File: src/rtl/lsu_dcache_arbiter.sv
// rtl/lsu_dcache_arbiter.sv - two-requester DCache port arbiter with ordered response routing
`timescale 1ns/1ps

package lsu_dcache_pkg;
    typedef struct packed {
        logic [31:0] vaddr;
        logic [31:0] wdata;
        logic [3:0]  be;
        logic        is_store;
    } iq_lsu_pkg_t;

    typedef struct packed {
        logic [31:0] rdata;
        logic        err;
    } lsu_iq_pkg_t;
endpackage

module lsu_dcache_arbiter
    import lsu_dcache_pkg::*;
#(
    parameter int MAX_OUTSTANDING = 4,
    parameter int CNT_LEN         = $clog2(MAX_OUTSTANDING + 1)
) (
    input  logic        clk,
    input  logic        rst_n,
    input  logic        flush,
    input  logic        iq_valid_i,
    output logic        iq_ready_o,
    input  iq_lsu_pkg_t iq_req_i,
    input  logic        cm_valid_i,
    output logic        cm_ready_o,
    input  iq_lsu_pkg_t cm_req_i,
    output logic        dc_valid_o,
    input  logic        dc_ready_i,
    output iq_lsu_pkg_t dc_req_o,
    input  logic        dc_resp_valid_i,
    output logic        dc_resp_ready_o,
    input  lsu_iq_pkg_t dc_resp_i,
    output logic        iq_resp_valid_o,
    input  logic        iq_resp_ready_i,
    output logic        cm_resp_valid_o,
    input  logic        cm_resp_ready_i,
    output lsu_iq_pkg_t resp_o,
    output logic        busy_o
);

    localparam int PTR_W = (MAX_OUTSTANDING > 1) ? $clog2(MAX_OUTSTANDING) : 1;
    localparam logic [PTR_W-1:0]   LAST_IDX = PTR_W'(MAX_OUTSTANDING - 1);
    localparam logic [CNT_LEN-1:0] MAX_CNT  = CNT_LEN'(MAX_OUTSTANDING);

    // Tag FIFO: owner 0 = issue queue, 1 = commit path
    logic [MAX_OUTSTANDING-1:0] tag_owner;
    logic [MAX_OUTSTANDING-1:0] tag_drop;
    logic [PTR_W-1:0]           wr_ptr;
    logic [PTR_W-1:0]           rd_ptr;
    logic [CNT_LEN-1:0]         cnt;
    logic                       rr_q;
    logic                       stage_owner;

    logic stage_free;
    logic grant;
    logic winner;
    logic cancel;
    logic pop;
    logic fifo_empty;
    logic head_owner;
    logic head_drop;

    function automatic logic [PTR_W-1:0] ptr_inc(input logic [PTR_W-1:0] p);
        return (p == LAST_IDX) ? '0 : p + 1'b1;
    endfunction

    function automatic logic [PTR_W-1:0] ptr_dec(input logic [PTR_W-1:0] p);
        return (p == '0) ? LAST_IDX : p - 1'b1;
    endfunction

    always_comb begin
        stage_free = !dc_valid_o || dc_ready_i;
        grant      = stage_free && (cnt < MAX_CNT) && !flush && (iq_valid_i || cm_valid_i);
        winner     = (iq_valid_i && cm_valid_i) ? rr_q : cm_valid_i;
        iq_ready_o = grant && !winner;
        cm_ready_o = grant && winner;
        // An unsent IQ request can be withdrawn; once handshaking it must be dropped instead
        cancel     = flush && dc_valid_o && !stage_owner && !dc_ready_i;
    end

    always_comb begin
        fifo_empty      = (cnt == '0);
        head_owner      = tag_owner[rd_ptr];
        head_drop       = tag_drop[rd_ptr];
        iq_resp_valid_o = 1'b0;
        cm_resp_valid_o = 1'b0;
        dc_resp_ready_o = 1'b0;
        if (!fifo_empty) begin
            if (head_drop) begin
                dc_resp_ready_o = 1'b1;
            end else if (head_owner) begin
                cm_resp_valid_o = dc_resp_valid_i;
                dc_resp_ready_o = cm_resp_ready_i;
            end else begin
                iq_resp_valid_o = dc_resp_valid_i;
                dc_resp_ready_o = iq_resp_ready_i;
            end
        end
        pop    = dc_resp_valid_i && dc_resp_ready_o;
        resp_o = dc_resp_i;
        busy_o = (cnt != '0);
    end

    always_ff @(posedge clk or negedge rst_n) begin
        if (!rst_n) begin
            dc_valid_o  <= 1'b0;
            dc_req_o    <= '0;
            stage_owner <= 1'b0;
            rr_q        <= 1'b0;
            tag_owner   <= '0;
            tag_drop    <= '0;
            wr_ptr      <= '0;
            rd_ptr      <= '0;
            cnt         <= '0;
        end else begin
            if (grant) begin
                dc_valid_o  <= 1'b1;
                dc_req_o    <= winner ? cm_req_i : iq_req_i;
                stage_owner <= winner;
            end else if (dc_ready_i || cancel) begin
                dc_valid_o  <= 1'b0;
            end

            if (grant && iq_valid_i && cm_valid_i)
                rr_q <= ~winner;

            if (pop)
                rd_ptr <= ptr_inc(rd_ptr);

            if (grant) begin
                tag_owner[wr_ptr] <= winner;
                tag_drop[wr_ptr]  <= 1'b0;
                wr_ptr            <= ptr_inc(wr_ptr);
            end else if (cancel) begin
                wr_ptr <= ptr_dec(wr_ptr);
            end

            // Grant is blocked during flush, so this never races the push above
            if (flush) begin
                for (int i = 0; i < MAX_OUTSTANDING; i++)
                    if (!tag_owner[i])
                        tag_drop[i] <= 1'b1;
            end

            cnt <= cnt + CNT_LEN'(grant) - CNT_LEN'(pop) - CNT_LEN'(cancel);
        end
    end

    a_no_orphan_resp: assert property (@(posedge clk) disable iff (!rst_n)
        dc_resp_valid_i |-> !fifo_empty);

endmodule

File: config.mk
export PLATFORM = sky130hd
export DESIGN_NAME = lsu_dcache_arbiter
export DESIGN_NICKNAME = d
export VERILOG_FILES = /design/src/rtl/lsu_dcache_arbiter.sv
export SDC_FILE = /design/constraint.sdc
export NUM_CORES = 1
export LEC_CHECK = 0
export CORE_AREA = 5 5 108 110
export CTS_CLUSTER_SIZE = 16
export DETAILED_ROUTE_END_ITERATION = 16
export DIE_AREA = 0 0 113 115
export DONT_BUFFER_PORTS = 1
export PLACE_DENSITY = 0.66
export SLEW_MARGIN = 40
export SYNTH_ARGS = -nofsm -noshare
export SYNTH_HDL_FRONTEND = slang
export SYNTH_SLANG_ARGS = --single-unit
File: constraint.sdc
create_clock -name clk -period 3.66 [get_ports clk]
set_input_delay 0.732 -clock clk [delete_from_list [all_inputs] [get_ports clk]]
set_output_delay 0.732 -clock clk [all_outputs]
set_load 0.05 [all_outputs]
* Yosys cells after proc, flatten, opt, wreduce, memory -nomap -nowiden *
Index checks and enable logic that the tools add are counted.

operators by class
  $add $sub $neg = 6
  $lt $le $gt $ge = 4
  equality and inequality tests = 2
  muxes and demuxes = 31
  bitwise logic cells = 3
  reduce and logical (&&, ||, !) cells = 26

operator list
  operator                                              count
  2-to-1 mux 69 bit                                     1
  2-to-1 mux 1 bit                                      19
  logical AND 1 bit                                     13
  2-to-1 mux 2 bit                                      5
  2-to-1 mux 4 bit                                      2
  < comparator 2 x 3 -> 1 bit (second input constant)   2
  subtractor 3 x 1 -> 3 bit                             2
  logical NOT 1 bit                                     5
  adder 2 x 1 -> 2 bit (second input constant)          2
  AND 4 bit                                             1
  binary-select mux 1 bit (select 2 bit)                2
  bitwise mux 4 bit                                     1
  equality test 2 bit (second input constant)           2
  NOT 4 bit                                             1
  nonzero test 2 bit                                    2
  adder 3 x 1 -> 3 bit                                  1
  logical NOT 3 bit                                     1
  logical OR 1 bit                                      3
  < comparator 3 bit (second input constant)            1
  nonzero test 3 bit                                    1
  demux 1 bit (select 2 bit)                            1
  >= comparator 2 x 1 -> 1 bit (second input constant)  1
  logical NOT 2 bit                                     1
  subtractor 2 x 1 -> 2 bit (second input constant)     1
  NOT 1 bit                                             1

storage, ports and cells
  register bits after elaboration = 87
  output and inout port bits = 109
  word-level logic and storage cells = 84

* Longest topological paths before layout *
Gate-level depths: netlist (run 1).

  word-level depth = 9
  depth in mapped cells = 10
  depth with buffers taken out = 9

* Worst setup path after synthesis (run 1) *
No wires, ideal clock.

  kind = reg2out
  start = reg rd_ptr[0]
  end = out dc_resp_ready_o
  arrival time = 2266 ps
  required time = 2928 ps
  slack = 662 ps
  stages on the path, launching flop included = 4
  path buffers = 0
  cells stage by stage = dfrtp_1 mux4_2 mux2i_2 a21boi_0

on the way
  longest elaborated chain between the ends = 5
  elaborated cells between the ends (all ways) = 7
  classes of those cells = mux (7)

ends and longest elaborated chain
  element                                 RTL line  source
  start: declaration                      55        logic [PTR_W-1:0] rd_ptr;
  start signal: assignment                134       rd_ptr <= ptr_inc(rd_ptr);
  binary-select mux 1 bit (select 2 bit)  89        head_owner = tag_owner[rd_ptr];
  2-to-1 mux 1 bit (not written as such)  89
  2-to-1 mux 1 bit                        97        end else if (head_owner) begin
  2-to-1 mux 1 bit *                      95        if (head_drop) begin
  2-to-1 mux 1 bit *                      94        if (!fifo_empty) begin
  end: declaration                        37        output logic dc_resp_ready_o,

Every way passes the cells marked *; elsewhere a longest branch is shown, timed or not. The select of a mux whose other input is x is not followed.

* Final worst setup path (run 1) *
  start = reg dc_valid_o
  end = out iq_ready_o

on the way
  longest elaborated chain between the ends = 6

ends and longest elaborated chain
  element                          RTL line  source
  start: declaration               33        output logic dc_valid_o,
  start signal: assignment         112       dc_valid_o <= 1'b0;
  start signal: assignment         123       dc_valid_o <= 1'b1;
  start signal: assignment         127       dc_valid_o <= 1'b0;
  logical NOT 1 bit                78        stage_free = !dc_valid_o || dc_ready_i;
  logical OR 1 bit                 78
  logical AND 1 bit (3 in series)  79        grant = stage_free && (cnt < MAX_CNT) && !flush && (iq_valid_i || cm_valid_i);
  logical AND 1 bit                81        iq_ready_o = grant && !winner;
  end: declaration                 28        output logic iq_ready_o,

No other way between the ends.

==> run metrics, run 1 <==
setup bufs post-CTS 0; Design Area, Final 4830 sq um; worst-path cell with the longest stage delay dfrtp_1; WP buf/inv 1; DR DRC count 0; GR Overflow Total 0; number of buffers created by CTS 9; DP Area 4660 sq um; Worst Hold Class in2async; post-cts resize count 0; Placed Cells 585; Die W 113 um; nets@finish 645; RSZ-0062 raised after global routing no; Hold Buf Count CTS 0; Async SR Flop Fraction 1.00; First DRT Iteration DRCs 172; family with the most delay on the worst path simple AND/OR/NAND/NOR gates; pwr/cell area 1090 nW/um^2; P&R area growth vs syn -1.73%; largest net degree at the start of global routing 88; ANT cells 0; Final ANT Viol Nets 0; final setup fails 0; standard-cell row count 38; initial antenna violation count 0; CP Capture Type primary output; Yosys cell types 38; Lkg Pwr 1.97 nW; Fmax 349 MHz; synthesized flop and latch total 87; Core Footprint 10600 sq um; most common cell after layout, fill and taps aside nand2_1; Die Y 115 um; headroom to the max-slew limit 0.506; status complete, no violations; number of max-cap violations 0; Startpoint Class flip-flop; vias per cell 5.50; Mean Syn Cell Area 9.80 sq um; Hold Slack 0.0505 ns; commonest cells after routing, fill and taps aside nand2_1, dfrtp_1, a31oi_2, nor2_2, nor2_1; DIE AREA 13000 sq um; prevailing post-synth register cell dfrtp_1; vias in the first global route 3494; final worst path period share 0.784; GP Congestion 0.821; Worst Skew 0.0125 ns; Starting Density 0.464; CTS tree done; clk_lat worst skew 0.36 ns; hpwl dp 9560 um; Critical Path, Cell by Cell nor2b_1 > or4_4 > nor2_1 > buf_4; Total GRT Usage 0.192; Post-Route WL 12600 um; EDFF count, synth 0; IO Count 289; setup_tns 0 ns; Mapped Area 4920 sq um; clock sinks 87; Worst VDD drop 512 uV; routed vias 3307; layout cells sized above 1 0.284; max incr delay on CP 0.58 ns; Seq/Total Area, Yosys 0.443; max-slew violation count 0; Root Driver clkbuf_8; flop2flop setup slack 0.85 ns; Post-Syn Instances 502; peak fanout along the critical path 7; syn_nets 691; WP data required 2.93 ns; Slew @ Worst Pin 0.742 ns; drt wl/cell 20.9 um; PortBufs 0; yosys warns 0; CP Data Arrival Time 2.14 ns; H-tree levels 3; first-pass GRT wire length 19400 um; CTS Buffer Depth 2; final hold vios 0; Final Critical Period 2.87 ns; Reg clk slew, reported paths 0.09 ns; Non-Filler Instances 601; DR pass1 iterations 4; CP Class reg2out; # fillers 1031
==> metrics by stage <==
stage | worst slack, ns | total power, mW | util
after global placement | 1.05 | 4.65 | 0.440
after floorplan | 0.662 | 4.54 | -
after detailed placement | 0.885 | 4.72 | 0.440
final | 0.792 | 5.28 | 0.456
after global routing | 0.712 | 5.59 | 0.456
after CTS | 0.759 | 5.33 | 0.456
==> power breakdown <==
group	leakage [nW]	switching [mW]	internal, mW
Clock	0.0833	0.349	0.247
Combinational	0.911	0.815	0.656
Sequential	0.972	1.79	1.41
Total	1.97	2.96	2.32
==> metal layers <==
metal  track usage  share of wire
met1         0.194           0.34
met2         0.334           0.52
met3        0.0968           0.12
met4        0.0833          0.025
met5             0              0
==> synthesized netlist by cell type (4+ instances only) <==
library cell	number	share of area
clkbuf_1	16	0.012
buf_4	38	0.058
buf_6	5	0.011
inv_1	13	0.0099
nor2_1	34	0.026
a31oi_1	11	0.014
a22o_1	4	0.0071
ha_1	8	0.020
mux2i_1	6	0.012
dfrtp_1	87	0.44
nand2_1	144	0.11
a31oi_2	58	0.15
buf_12	5	0.020
nor2_2	40	0.051
==> logic make-up after synthesis <==
kind of cell             count (synthesis)  share of synthesized area
buffers and inverters                   80                      0.118
XOR/XNOR                                 3                    0.00534
flip-flops                              87                      0.443
AND/OR/NAND/NOR                        227                      0.198
adder cells (fa/ha/maj)                  9                     0.0244
AO/OA/AOI/OAI                           86                      0.186
multiplexers                            10                     0.0249
==> path summary, 6_finish.rpt <==
kind | from | end | depth (start not counted)
setup / recovery | dc_valid_o | iq_ready_o | 4
hold / removal | rst_n | tag_drop[0] | 0
setup reg to reg | rd_ptr[0] | cnt[2] | 9
hold reg to reg | stage_owner | stage_owner | 1
max in group asynchronous | rst_n | dc_req_o[23] | 0
min in group clk | stage_owner | stage_owner | 1
==> state kept, by name, summed over array words and instances, names as in the netlist <==
signal	cells
cnt	3
dc_req_o	69
dc_valid_o	1
rd_ptr	2
rr_q	1
stage_owner	1
tag_drop	4
tag_owner	4
wr_ptr	2
==> layout make-up <==
type / instances / area (sq um) / area share
clock buffers: 11 / 131 / 0.0272
clock inverters: 5 / 35.0 / 0.00725
inverters: 14 / 57.6 / 0.0119
multi-input cells: 335 / 2180 / 0.450
flip-flops and latches: 87 / 2180 / 0.451
well taps: 140 / 175 / 0.0363
repair buffers: 9 / 80.1 / 0.0166
Note: power is estimated with default switching activity, not from simulation.
==> inputs of run 2 (changes only) <==
==> constraint.sdc (replaced) <==
create_clock -name clk -period 2.65 [get_ports clk]
set_input_delay 0.53 -clock clk [delete_from_list [all_inputs] [get_ports clk]]
set_output_delay 0.53 -clock clk [all_outputs]
set_load 0.05 [all_outputs]
==> run 2 against run 1 <==
Clock power is 46% higher. Combinational power rose by 50%. Via count is 2.4% higher. Routed wire length down 0.37%. Hold slack improved by 0.011 ns. Non-clock buffer count up 9. Die area stayed put. Core utilization grew 1.2 points.
==> run metrics, run 2 (same netlist as run 1, synthesis figures left out) <==
status complete, no violations; DIE AREA 13000 sq um (unchanged); PortBufs 0 (unchanged); final worst path period share 0.969; clock sinks 87 (unchanged); vias per cell 5.55 (+0.88%); Design Area, Final 4960 sq um (+2.7%); pwr/cell area 1510 nW/um^2 (+38%); Final Critical Period 2.57 ns; Total GRT Usage 0.187 (-0.00425); Top reg by flops dc_req_o; standard-cell row count 38 (unchanged); layout cells sized above 1 0.304 (+0.0201); Die W 113 um (unchanged); Startpoint Class flip-flop; max FFs per register 69 (unchanged); Non-Filler Instances 610 (+1.5%); CTS tree done; headroom to the max-slew limit 0.635 (+0.130); number of buffers created by CTS 9 (unchanged); WP data required 2.12 ns (-0.81 ns); max-slew violation count 0 (unchanged); Slew @ Worst Pin 0.547 ns (-0.194 ns); Fmax 389 MHz; RSZ-0062 raised after global routing no; CP Data Arrival Time 2.04 ns (-0.10 ns); number of max-cap violations 0 (unchanged); H-tree levels 3 (unchanged); vias in the first global route 3508 (+0.40%); clk_lat worst skew 0.35 ns (about the same); first-pass GRT wire length 19200 um (-0.64%); Hold Slack 0.0620 ns (+0.0115 ns); final setup fails 0 (unchanged); DR DRC count 0 (unchanged); area of the multi-input gates 2190 sq um (+0.75%); initial antenna violation count 0 (unchanged); P&R area growth vs syn 0.916%; ANT cells 0 (unchanged); Root Driver clkbuf_8; Reg area 2180 sq um (unchanged); routed vias 3386 (+2.4%); Reg clk slew, reported paths 0.09 ns (about the same); Lkg Pwr 2.03 nW (+3.1%); final hold vios 0 (unchanged); peak fanout along the critical path 2 (-5); CTS Buffer Depth 2 (unchanged); most common cell after layout, fill and taps aside nand2_1; registers with the most flip-flops dc_req_o: 69 flops, tag_drop: 4 flops, tag_owner: 4 flops; CP Class reg2out; commonest cells after routing, fill and taps aside nand2_1, dfrtp_1, a31oi_2, nor2_2, nor2_1; GP Congestion 0.788 (-4.0%); # fillers 1006 (-2.4%); DP Area 4720 sq um (+1.2%); Worst VDD drop 703 uV (+37%); nets@finish 654 (+1.4%); hpwl dp 9550 um (about the same); Final ANT Viol Nets 0 (unchanged); largest net degree at the start of global routing 88 (unchanged); Die Y 115 um (unchanged); Worst Skew 0.0106 ns (-0.00193 ns); First DRT Iteration DRCs 217 (+26%); drt wl/cell 20.5 um (-1.8%); Core Footprint 10600 sq um (unchanged); Worst Hold Class in2async; GR Overflow Total 0 (unchanged); IO Count 289 (unchanged); Post-Route WL 12500 um (-0.37%); Starting Density 0.464 (unchanged); DR pass1 iterations 4 (unchanged); CP Capture Type primary output; Placed Cells 591 (+1.0%); Pwr Total 7.49 mW (+42%)
[run 2: metrics by stage]
stage	setup TNS (ns)	util	worst slack [ns]
final	0	0.468	0.0817
after global routing	0	0.468	0.00224
after CTS	0	0.466	0.0120
after detailed placement	-0.0294	0.445	-0.0294
after global placement	0	0.445	0.0985
after floorplan	0	-	0.0372
[run 2: path summary, 6_finish.rpt]
path                            cells past startpoint  slack (ns)        start         endpoint
worst max register to register                      9        0.10    rd_ptr[0]           cnt[2]
worst min-delay path                                1        0.06        rst_n           cnt[1]
worst min register to register                      1        0.50  stage_owner      stage_owner
max in group asynchronous                           1        2.22        rst_n     dc_req_o[32]
min in group clk                                    1        0.32        flush      tag_drop[0]
worst max-delay path                                5        0.08    rd_ptr[0]  dc_resp_ready_o
[run 2: power by group]
group	internal, mW	switching [mW]
logic	1.00	1.20
clock network	0.370	0.499
registers	1.95	2.46
[run 2: area by class of cell]
cell class / instances / area share
multi-input combinational: 335 / 0.442
sequential: 87 / 0.439
timing repair buffer: 18 / 0.0363
tap: 140 / 0.0353
clock buffer: 10 / 0.0277
inverter: 14 / 0.0116
clock inverter: 6 / 0.00857
[run 2: critical path, cell delays in order, from the launching register on]
cell and delay (ns):
dfrtp_1 0.39, mux4_2 0.57, mux2i_4 0.22, buf_4 0.14, a21boi_1 0.15, buf_4 0.22
[run 2: metal layers]
| metal | global-route usage | wire (um) | vias to the layer above |
|---|---|---|---|
| met1 | 0.199 | 4280 | 1632 |
| met3 | 0.0711 | 1320 | 22 |
| met4 | 0.0841 | 323 | 0 |
| met2 | 0.332 | 6600 | 173 |
| met5 | 0 | 0 | - |
| li1 | - | - | 1559 |
[run 2: timing repair]
action	in CTS	in global routing
setup endpoints to repair	1	1
resized for setup	1	2
hold buffers	1	0
buffers inserted	2	0
pin swaps	0	0
hold endpoints to repair	87	0
==> inputs of run 3 (changes only) <==
--- a/config.mk
+++ b/config.mk
@@ -5,12 +5,14 @@
 export SDC_FILE = /design/constraint.sdc
 export NUM_CORES = 1
 export LEC_CHECK = 0
-export CORE_AREA = 5 5 108 110
+export ABC_CLOCK_PERIOD_IN_PS = 2650
+export CORE_AREA = 5 5 110 112
+export CTS_BUF_LIST = sky130_fd_sc_hd__clkbuf_4
 export CTS_CLUSTER_SIZE = 16
 export DETAILED_ROUTE_END_ITERATION = 16
-export DIE_AREA = 0 0 113 115
+export DIE_AREA = 0 0 115 117
 export DONT_BUFFER_PORTS = 1
-export PLACE_DENSITY = 0.66
+export PLACE_DENSITY = 0.64
 export SLEW_MARGIN = 40
 export SYNTH_ARGS = -nofsm -noshare
 export SYNTH_HDL_FRONTEND = slang
==> run 3 against run 2 <==
Routed wire length decreased by 1.9%. Global-route usage is 0.75 points lower. Power decreased by 0.16%. Hold slack improved by 0.15 ns. Final area up 0.33%. Combinational power is essentially flat. Sequential power about the same. Largest power group unchanged.
==> run metrics, run 3 (same netlist as run 1, synthesis figures left out) <==
Post-Route WL 12300 um (-1.9%); Total GRT Usage 0.180 (-0.00745); initial antenna violation count 1 (+1); peak fanout along the critical path 3 (+1); RSZ-0062 raised after global routing no; standard-cell row count 39 (+2.6%); internal power 3.36 mW (+0.89%); Worst Hold Class in2reg; vias per cell 5.41 (-2.6%); Top reg by flops dc_req_o; GR Overflow Total 0 (unchanged); routed vias 3331 (-1.6%); logic gate share of total power 0.298 (+0.004); setup_tns 0 ns (unchanged); max layer used met4; DRT met1 WL 4290 um (+0.19%); Fmax 388 MHz (-0.28%); area of the multi-input gates 2200 sq um (+0.46%); Reg area 2180 sq um (unchanged); H-tree levels 3 (unchanged); DR pass1 iterations 4 (unchanged); IO Count 289 (unchanged); CTS tree done; post-layout util 0.447 (-0.0205); First DRT Iteration DRCs 165 (-24%); hpwl dp 9280 um (-2.9%); Worst setup startpoint rd_ptr[0]; Final ANT Viol Nets 0 (unchanged); Flop pwr share 0.591 (about the same); Die W 115 um (+1.8%); Lkg Pwr 2.04 nW (+0.43%); Die Y 117 um (+1.7%); vias in the first global route 3404 (-3.0%); WP data required 2.99 ns (+0.87 ns); headroom to the max-slew limit 0.620 (-0.0150); layout cells sized above 1 0.307 (+0.00295); P&R area growth vs syn 1.25%; Reg2Reg Launch Point rd_ptr[0]; clock sinks 87 (unchanged); DP Area 4720 sq um (about the same); CP Class reg2reg; met2 WL 6480 um (-1.9%); CP Capture Type flip-flop; pwr/cell area 1500 nW/um^2 (-0.49%); PortBufs 0 (unchanged); Final Critical Period 2.58 ns (+0.00733 ns); status complete, no violations; number of buffers created by CTS 9 (unchanged); final worst path period share 0.972 (+0.00277); max FFs per register 69 (unchanged); Core Footprint 11100 sq um (+4.9%); final hold vios 0 (unchanged); Startpoint Class flip-flop; DIE AREA 13500 sq um (+3.5%); Design Area, Final 4980 sq um (+0.33%); commonest cells after routing, fill and taps aside nand2_1, dfrtp_1, a31oi_2, nor2_2, nor2_1; P_sw 4.12 mW (-1.0%); number of max-cap violations 0 (unchanged); Reg clk slew, reported paths 0.14 ns (+0.05 ns); Root Driver clkbuf_4; DR DRC count 0 (unchanged); Worst Skew 0.0122 ns (+0.00163 ns); Sw Share 0.551 (-0.00469); flop2flop setup slack 0.07 ns (-0.03 ns); Worst VDD drop 718 uV (+2.1%); most common cell after layout, fill and taps aside nand2_1; CP Data Arrival Time 2.92 ns (+0.88 ns); max-slew violation count 0 (unchanged); drt wl/cell 19.9 um (-2.8%); Placed Cells 594 (+0.51%); CTS Buffer Depth 2 (unchanged); # fillers 1064 (+5.8%); final setup fails 0 (unchanged); nets@finish 658 (+0.61%); GP Congestion 0.789 (+0.13%); Slew @ Worst Pin 0.570 ns (+0.0224 ns); length of routed met3 wiring 1110 um (-16%); Clk network pwr share 0.111 (-0.005); clk_lat worst skew 0.44 ns (+0.09 ns); worst hold start cm_req_i[55]; registers with the most flip-flops dc_req_o: 69 flops, tag_drop: 4 flops, tag_owner: 4 flops; largest net degree at the start of global routing 88 (unchanged); first-pass GRT wire length 18700 um (-2.9%); Starting Density 0.442 (-0.0218); Non-Filler Instances 616 (+0.98%); Pwr Total 7.47 mW (-0.16%)
==> run 3: cell types whose count changed in the layout (fill, tap and decap cells not counted), sizes merged <==
cell	previous run	this run
buf	18	21
bufinv	0	2
inv	15	13
clkinv	3	2
clkinvlp	2	1
diode	0	1
dlygate4sd3	0	1
==> run 3: layer usage <==
| metal | vias up | track usage |
|---|---|---|
| li1 | 1564 | - |
| met1 | 1565 | 0.196 |
| met2 | 162 | 0.314 |
| met3 | 40 | 0.0607 |
| met4 | 0 | 0.0892 |
| met5 | - | 0 |
==> run 3: power by group through the flow <==
stage	sequential (mW)	clock, mW	combinational [mW]
after global placement	4.44	0	2.03
after global routing	4.49	0.925	2.49
final	4.41	0.830	2.23
after floorplan	4.27	0	2.01
after CTS	4.44	0.874	2.18
after detailed placement	4.47	0	2.13
==> run 3: through the flow <==
step	hold slack, ns	worst slack (ns)
global route	0.164	0.000353
finish	0.213	0.0744
detailed placement	0.238	-0.0139
CTS	0.156	0.0169
floorplan	0.234	0.0372
global placement	0.237	0.0957
==> run 3: layout make-up <==
class / instances / area share
multi-input combinational: 335 / 0.442
sequential: 87 / 0.437
timing repair buffer: 22 / 0.0427
tap: 143 / 0.0359
clock buffer: 10 / 0.0151
clock inverter: 4 / 0.0146
inverter: 14 / 0.0116
antenna: 1 / 0.000503
==> run 3: what timing repair did <==
action,in CTS,in global routing
resized for setup,1,4
hold buffers,2,0
pin swaps,0,1
setup buffers,0,5
setup endpoints to repair,1,2
hold endpoints to repair,87,0
==> run 3: path summary, 6_finish.rpt <==
check	endpoint	depth (start not counted)
max	cnt[2]	9
min	dc_req_o[55]	2
max reg2reg	cnt[2]	9
min reg2reg	stage_owner	1
max in group asynchronous	dc_req_o[20]	2
min in group asynchronous	dc_req_o[64]	2
==> run 3: critical path, stage by stage (launching register included) <==
cell	delay [ns]
dfrtp_1	0.40
mux4_2	0.57
mux2i_4	0.24
a21oi_4	0.09
fa_2	0.53
inv_1	0.04
ha_1	0.18
ha_2	0.18
xnor2_2	0.13
xnor2_1	0.12
